`src/rtl/dbg_host_pkg.sv`:
```
// Shared types and constants for the debug host link: commands, opcode bytes, FSM states.
package dbg_host_pkg;

  typedef enum logic [1:0] {
    CMD_RESET = 2'd0,
    CMD_LOAD  = 2'd1,
    CMD_STEP  = 2'd2,
    CMD_RUN   = 2'd3
  } cmd_e;

  localparam logic [7:0] OP_RESET = 8'h52;
  localparam logic [7:0] OP_LOAD  = 8'h4C;
  localparam logic [7:0] OP_STEP  = 8'h53;
  localparam logic [7:0] OP_RUN   = 8'h47;

  typedef enum logic [2:0] {
    ST_IDLE,
    ST_TX_START,
    ST_TX_WAIT,
    ST_RX_WAIT,
    ST_DONE,
    ST_TOUT
  } state_e;

  localparam int BYTES_PER_WORD = 4;

  function automatic logic [7:0] opcode_of(input cmd_e c);
    case (c)
      CMD_RESET: return OP_RESET;
      CMD_LOAD:  return OP_LOAD;
      CMD_STEP:  return OP_STEP;
      default:   return OP_RUN;
    endcase
  endfunction

endpackage

```
`src/rtl/dbg_host_word_asm.sv`:
```
// Reassembles the received dump byte stream (LSB first) into words and flags the last word of a frame.
module dbg_host_word_asm
  import dbg_host_pkg::*;
#(
  parameter int NBITS       = 32,
  parameter int N_RSP_WORDS = 66
) (
  input  logic             i_clk,
  input  logic             i_rst,
  input  logic             i_clr,
  input  logic             i_byte_valid,
  input  logic [7:0]       i_byte,
  output logic [NBITS-1:0] o_rsp_word,
  output logic             o_rsp_valid,
  output logic             o_rsp_last,
  output logic             o_last_byte
);

  localparam int CW = (N_RSP_WORDS > 1) ? $clog2(N_RSP_WORDS) : 1;

  logic [1:0]       r_idx;
  logic [CW-1:0]    r_cnt;
  logic [NBITS-9:0] r_buf;
  logic             w_word_done;

  assign w_word_done = i_byte_valid && (r_idx == 2'(BYTES_PER_WORD - 1));
  assign o_last_byte = w_word_done && (r_cnt == CW'(N_RSP_WORDS - 1));

  always_ff @(posedge i_clk or negedge i_rst) begin
    if (!i_rst) begin
      r_idx       <= '0;
      r_cnt       <= '0;
      r_buf       <= '0;
      o_rsp_word  <= '0;
      o_rsp_valid <= 1'b0;
      o_rsp_last  <= 1'b0;
    end else begin
      o_rsp_valid <= 1'b0;
      o_rsp_last  <= 1'b0;
      if (i_clr) begin
        r_idx <= '0;
        r_cnt <= '0;
      end else if (w_word_done) begin
        o_rsp_word  <= {i_byte, r_buf};
        o_rsp_valid <= 1'b1;
        o_rsp_last  <= o_last_byte;
        r_idx       <= '0;
        // the frame ends on the last word, so the counter never needs to wrap
        if (!o_last_byte) r_cnt <= r_cnt + CW'(1);
      end else if (i_byte_valid) begin
        case (r_idx)
          2'd0:    r_buf[7:0]   <= i_byte;
          2'd1:    r_buf[15:8]  <= i_byte;
          default: r_buf[23:16] <= i_byte;
        endcase
        r_idx <= r_idx + 2'd1;
      end
    end
  end

endmodule

```
`src/rtl/dbg_host_link.sv`:
```
// Host side of the MIPS debug link: word commands -> UART opcode/data bytes, dump bytes -> words.
// Optional DBG_HOST_CHECKSUM_EN: trailing XOR checksum byte per frame, reported on o_chk_err.
//   state    | meaning
//   IDLE     | ready for a command
//   TX_START | one-cycle transmit start pulse
//   TX_WAIT  | byte on the wire, waiting for sent
//   RX_WAIT  | collecting dump bytes, inter-byte timer running
//   DONE     | frame complete, one cycle
//   TOUT     | inter-byte timeout, one cycle
module dbg_host_link
  import dbg_host_pkg::*;
#(
  parameter int NBITS          = 32,
  parameter int N_RSP_WORDS    = 66,
  parameter int TIMEOUT_CYCLES = 1000000
) (
  input  logic             i_clk,
  input  logic             i_rst,
  input  logic             i_cmd_valid,
  input  logic [1:0]       i_cmd,
  input  logic [NBITS-1:0] i_cmd_word,
  output logic             o_cmd_ready,
  output logic [7:0]       o_uart_data,
  output logic             o_uart_send_data,
  input  logic             i_uart_data_sent,
  input  logic [7:0]       i_uart_data,
  input  logic             i_uart_data_received,
  output logic             o_rsp_valid,
  output logic [NBITS-1:0] o_rsp_word,
  output logic             o_rsp_last,
  output logic             o_busy,
`ifdef DBG_HOST_CHECKSUM_EN
  output logic             o_chk_err,
`endif
  output logic             o_timeout
);

  localparam int TW = (TIMEOUT_CYCLES > 1) ? $clog2(TIMEOUT_CYCLES) : 1;
  localparam logic [TW-1:0] TMR_LOAD = TW'(TIMEOUT_CYCLES - 1);

  state_e           r_state;
  cmd_e             r_cmd;
  logic [NBITS-1:0] r_word;
  logic [2:0]       r_tx_idx;
  logic [7:0]       r_uart_data;
  logic             r_send;
  logic [TW-1:0]    r_tmr;
  logic             r_timeout;
  logic [7:0]       w_load_byte;
  logic             w_rx;
  logic             w_accept;
  logic             w_byte_valid;
  logic             w_last_byte;
  logic             w_frame_end;
  logic             w_asm_clr;

  assign o_cmd_ready      = (r_state == ST_IDLE);
  assign o_busy           = (r_state != ST_IDLE);
  assign o_uart_data      = r_uart_data;
  assign o_uart_send_data = r_send;
  assign o_timeout        = r_timeout;
  assign w_accept         = i_cmd_valid && (r_state == ST_IDLE);
  assign w_rx             = i_uart_data_received && (r_state == ST_RX_WAIT);
  assign w_asm_clr        = (r_state != ST_RX_WAIT);

  always_comb begin
    case (r_tx_idx)
      3'd0:    w_load_byte = r_word[7:0];
      3'd1:    w_load_byte = r_word[15:8];
      3'd2:    w_load_byte = r_word[23:16];
      default: w_load_byte = r_word[31:24];
    endcase
  end

`ifdef DBG_HOST_CHECKSUM_EN
  logic       r_chk_phase;
  logic       r_chk_bad;
  logic       r_chk_err;
  logic [7:0] r_chk_acc;

  assign w_byte_valid = w_rx && !r_chk_phase;
  assign w_frame_end  = w_rx && r_chk_phase;
  assign o_chk_err    = r_chk_err;

  always_ff @(posedge i_clk or negedge i_rst) begin
    if (!i_rst) begin
      r_chk_phase <= 1'b0;
      r_chk_bad   <= 1'b0;
      r_chk_err   <= 1'b0;
      r_chk_acc   <= '0;
    end else begin
      if (w_accept) r_chk_err <= 1'b0;
      if (r_state != ST_RX_WAIT) begin
        r_chk_phase <= 1'b0;
        r_chk_acc   <= '0;
      end else if (w_rx) begin
        if (r_chk_phase) begin
          r_chk_bad <= (i_uart_data != r_chk_acc);
        end else begin
          r_chk_acc <= r_chk_acc ^ i_uart_data;
          if (w_last_byte) r_chk_phase <= 1'b1;
        end
      end
      if ((r_state == ST_DONE) && r_chk_bad) r_chk_err <= 1'b1;
    end
  end
`else
  assign w_byte_valid = w_rx;
  assign w_frame_end  = w_last_byte;
`endif

  always_ff @(posedge i_clk or negedge i_rst) begin
    if (!i_rst) begin
      r_state     <= ST_IDLE;
      r_cmd       <= CMD_RESET;
      r_word      <= '0;
      r_tx_idx    <= '0;
      r_uart_data <= '0;
      r_send      <= 1'b0;
      r_tmr       <= '0;
      r_timeout   <= 1'b0;
    end else begin
      r_send <= 1'b0;
      case (r_state)
        ST_IDLE: begin
          if (w_accept) begin
            r_cmd       <= cmd_e'(i_cmd);
            r_word      <= i_cmd_word;
            r_tx_idx    <= '0;
            r_uart_data <= opcode_of(cmd_e'(i_cmd));
            r_send      <= 1'b1;
            r_timeout   <= 1'b0;
            r_state     <= ST_TX_START;
          end
        end
        ST_TX_START: r_state <= ST_TX_WAIT;
        ST_TX_WAIT: begin
          if (i_uart_data_sent) begin
            if ((r_cmd == CMD_LOAD) && (r_tx_idx != 3'd4)) begin
              r_tx_idx    <= r_tx_idx + 3'd1;
              r_uart_data <= w_load_byte;
              r_send      <= 1'b1;
              r_state     <= ST_TX_START;
            end else if ((r_cmd == CMD_STEP) || (r_cmd == CMD_RUN)) begin
              r_tmr   <= TMR_LOAD;
              r_state <= ST_RX_WAIT;
            end else begin
              r_state <= ST_IDLE;
            end
          end
        end
        ST_RX_WAIT: begin
          // down-counter reloads on every byte; terminal count means the link went silent
          if (w_frame_end) begin
            r_state <= ST_DONE;
          end else if (i_uart_data_received) begin
            r_tmr <= TMR_LOAD;
          end else if (r_tmr == '0) begin
            r_timeout <= 1'b1;
            r_state   <= ST_TOUT;
          end else begin
            r_tmr <= r_tmr - TW'(1);
          end
        end
        ST_DONE: r_state <= ST_IDLE;
        ST_TOUT: r_state <= ST_IDLE;
        default: r_state <= ST_IDLE;
      endcase
    end
  end

  dbg_host_word_asm #(
    .NBITS       (NBITS),
    .N_RSP_WORDS (N_RSP_WORDS)
  ) u_word_asm (
    .i_clk        (i_clk),
    .i_rst        (i_rst),
    .i_clr        (w_asm_clr),
    .i_byte_valid (w_byte_valid),
    .i_byte       (i_uart_data),
    .o_rsp_word   (o_rsp_word),
    .o_rsp_valid  (o_rsp_valid),
    .o_rsp_last   (o_rsp_last),
    .o_last_byte  (w_last_byte)
  );

endmodule

```
`config.mk`:
```
export PLATFORM = sky130hd
export DESIGN_NAME = dbg_host_link
export DESIGN_NICKNAME = d
export VERILOG_FILES = /design/src/rtl/dbg_host_pkg.sv /design/src/rtl/dbg_host_word_asm.sv /design/src/rtl/dbg_host_link.sv
export SDC_FILE = /design/constraint.sdc
export NUM_CORES = 1
export LEC_CHECK = 0
export BUFFER_PORTS_ARGS = -buffer_cell sky130_fd_sc_hd__buf_2
export CORE_MARGIN = 10
export CORE_UTILIZATION = 57
export DETAILED_ROUTE_END_ITERATION = 6
export PLACE_DENSITY = 0.8
export SYNTH_ARGS = -nofsm -noshare
export SYNTH_HDL_FRONTEND = slang
export SYNTH_SLANG_ARGS = --single-unit
```
`constraint.sdc`:
```
create_clock -name i_clk -period 2.51 [get_ports i_clk]
set_clock_uncertainty 0.1 [all_clocks]
set_input_delay 0.6275 -clock i_clk [delete_from_list [all_inputs] [get_ports i_clk]]
set_output_delay 0.6275 -clock i_clk [all_outputs]
set_load 0.05 [all_outputs]
```
==> impl_metrics.json <==
{
  "cts_tree": "done",
  "relSlewSlack": 0.371,
  "cp.arrival_ns": 1.70,
  "hold_class": "input port to register",
  "first_pass_iters": 6,
  "fin_crit_sh": 0.965,
  "first_iter_violations": 399,
  "synth_nets": 606,
  "cp_slowest_stage_delay_ns": 0.46,
  "crit_path_start_kind": "register",
  "max_freq_mhz": 413,
  "grt_pass1_vias": 4681,
  "htreeDepth": 4,
  "final_common_cell": "dfrtp_1",
  "die_x_um": 123,
  "irDropWorstVdd_mv": 0.909,
  "path_cells": "or3_4, inv_1, buf_6",
  "cp.depth": 3,
  "grt.overflow.total": 0,
  "syn_avg_cell_area_um2": 11.0,
  "seqPwrFrac": 0.372,
  "r2r_slack_ns": 0.20,
  "cp.required_ns": 1.78,
  "rsz0062_at_grt": "false",
  "grt_max_degree": 53,
  "clkPwrFrac": 0.271,
  "drc_errors": 0,
  "maxCapViolations": 0,
  "hold_viol_final": 0,
  "clk_latency_ns": 0.53,
  "io_pins": 93,
  "core_area_mm2": 0.0103,
  "ys_types": 51,
  "final_max_slew_viol_count": 0,
  "synth_top_area_frac": 0.570,
  "clk_pin_slew_worst_paths_ns": 0.06,
  "p_int_mw": 5.64,
  "n_antenna_cell": 0,
  "start_util": 0.583,
  "combPwrFrac": 0.357,
  "setup_viol": 0,
  "reg2reg_depth": 8,
  "finalWirelength_mm": 13.8,
  "final.min_clock_period_ns": 2.42,
  "ant_nets": 0,
  "drive_above_1_share": 0.317,
  "dp_hpwl_mm": 9.52,
  "area_delta_synth_final_pct": 21.2,
  "final_nets": 705,
  "outcome": "finished clean",
  "die_y_um": 123,
  "netlist_instances": 548,
  "numPortBuffers": 92,
  "synth_area_leader_cell": "dfrtp_1",
  "antenna_found_initial": 0,
  "finalSetupTns_ns": 0,
  "dieArea_mm2": 0.0151,
  "wire_per_inst_um": 17.4,
  "synth_edf_count": 0,
  "cts_sinks": 137,
  "p_leak_nw": 3.60,
  "crit_fanout": 10,
  "fin_hold_ws_ns": 0.187,
  "tightest_slew_ns": 0.937,
  "final_cell_mix": "dfrtp_1, nand2_1, buf_2",
  "ys_seq_area_frac": 0.570,
  "gp_congestion": 0.830,
  "yosys_warnings": 0,
  "vias": 4528,
  "core.rowCount": 37,
  "synth_flop_cell": "dfrtp_1",
  "grt.total_usage": 0.192,
  "whs_path_depth": 3,
  "synth_seq_cells": 137,
  "endpoint_kind": "output port",
  "cp_slowest_cell": "dfrtp_2",
  "path_class": "register to output port",
  "switchingPower_mw": 3.62,
  "crit_buf_inv": 2,
  "cts_buffer_depth": 2,
  "cts_buffers": 17,
  "p_per_area_mw_per_mm2": 1270,
  "vias_per_cell": 5.69,
  "grt_first_pass_wirelength_mm": 22.9,
  "synth_area_mm2": 0.00602,
  "synth_area_leaders": "dfrtp_1, mux2_2, nand2_1",
  "swShare": 0.391,
  "ctsRootBufferMaster": "clkbuf_8",
  "critical_path.top_delay_family": "flip-flops",
  "async_reset_ff_frac": 1.00
}
cell type report:
class	count	area [um^2]
Fill cell	748	3030
Clock inverter	13	168
Tap cell	136	170
Inverter	13	51.3
Timing Repair Buffer	105	611
Sequential cell	137	3430
Multi-Input combinational cell	373	2430
Clock buffer	19	432
logic make-up after synthesis:
group / Yosys count / synth area share
xor+xnor: 8 / 0.0116
flops: 137 / 0.570
fa+ha+maj: 11 / 0.0229
mux: 60 / 0.112
buf+inv: 38 / 0.0270
simple gates: 224 / 0.181
compound gates: 70 / 0.0759
worst paths after layout:
| path | to | from |
|---|---|---|
| max | o_cmd_ready | r_state[0] |
| max in group asynchronous | u_word_asm.o_rsp_word[11] | i_rst |
| min reg2reg | o_uart_data[2] | o_uart_data[2] |
| max reg2reg | r_tmr[1] | u_word_asm.r_cnt[1] |
| min in group asynchronous | o_uart_data[6] | i_rst |
| min | r_word[30] | i_cmd_word[30] |
flip-flops by register name, indices dropped and copies added, names as in the netlist:
name / cells
r_word: 32
u_word_asm.o_rsp_word: 32
u_word_asm.r_buf: 24
r_tmr: 20
o_uart_data: 8
u_word_asm.r_cnt: 7
r_state: 3
r_tx_idx: 3
r_cmd: 2
u_word_asm.r_idx: 2
o_timeout: 1
o_uart_send_data: 1
u_word_asm.o_rsp_last: 1
u_word_asm.o_rsp_valid: 1
per-layer routing:
layer	track usage	share of wire
met1	0.235	0.42
met4	0.0729	0.017
met3	0.0739	0.080
met2	0.302	0.48
met5	0	0
through the flow:
stage | util | total power, mW | instance area (um^2) | worst slack [ns] | cells
finish | 0.706 | 9.27 | 7290 | 0.0871 | 796
global route | 0.706 | 9.80 | 7290 | 0.0199 | 796
CTS | 0.705 | 9.31 | 7280 | 0.0104 | 796
detailed placement | 0.646 | 6.75 | 6670 | 0.0540 | 763
global placement | 0.646 | 6.62 | 6670 | 0.195 | 763
floorplan | - | 5.84 | 6020 | 0.0497 | 548
Yosys cell counts (6+ instances only):
cell type / instances
nand3_1: 14
mux2_2: 58
o21ai_0: 17
a21oi_1: 22
o31ai_1: 9
or3_1: 12
buf_2: 8
or4_1: 6
ha_1: 11
nand2_1: 117
xnor2_1: 6
nor2_1: 26
clkbuf_1: 15
inv_1: 12
or2_2: 6
dfrtp_1: 137
a222oi_1: 8
worst min-delay path: stages:
cell	delay [ns]
buf_2	0.07
nand2_1	0.04
nand2_1	0.05
power by group through the flow:
stage	Combinational, mW	Sequential, mW	Clock, mW
floorplan	1.54	4.29	0
global placement	3.22	3.40	0
detailed placement	3.29	3.47	0
CTS	3.32	3.44	2.55
global route	3.60	3.54	2.65
finish	3.31	3.45	2.51
repair_timing:
| item | 4_1_cts | 5_1_grt |
|---|---|---|
| endpoints found under the setup margin | 1 | 1 |
| gates resized for setup | 2 | 2 |
| endpoints found under the hold margin | 48 | 0 |
| setup buffers | 0 | 0 |
| pin swaps | 0 | 0 |
| hold buffers | 1 | 0 |
Note: power is estimated with default switching activity, not from simulation.
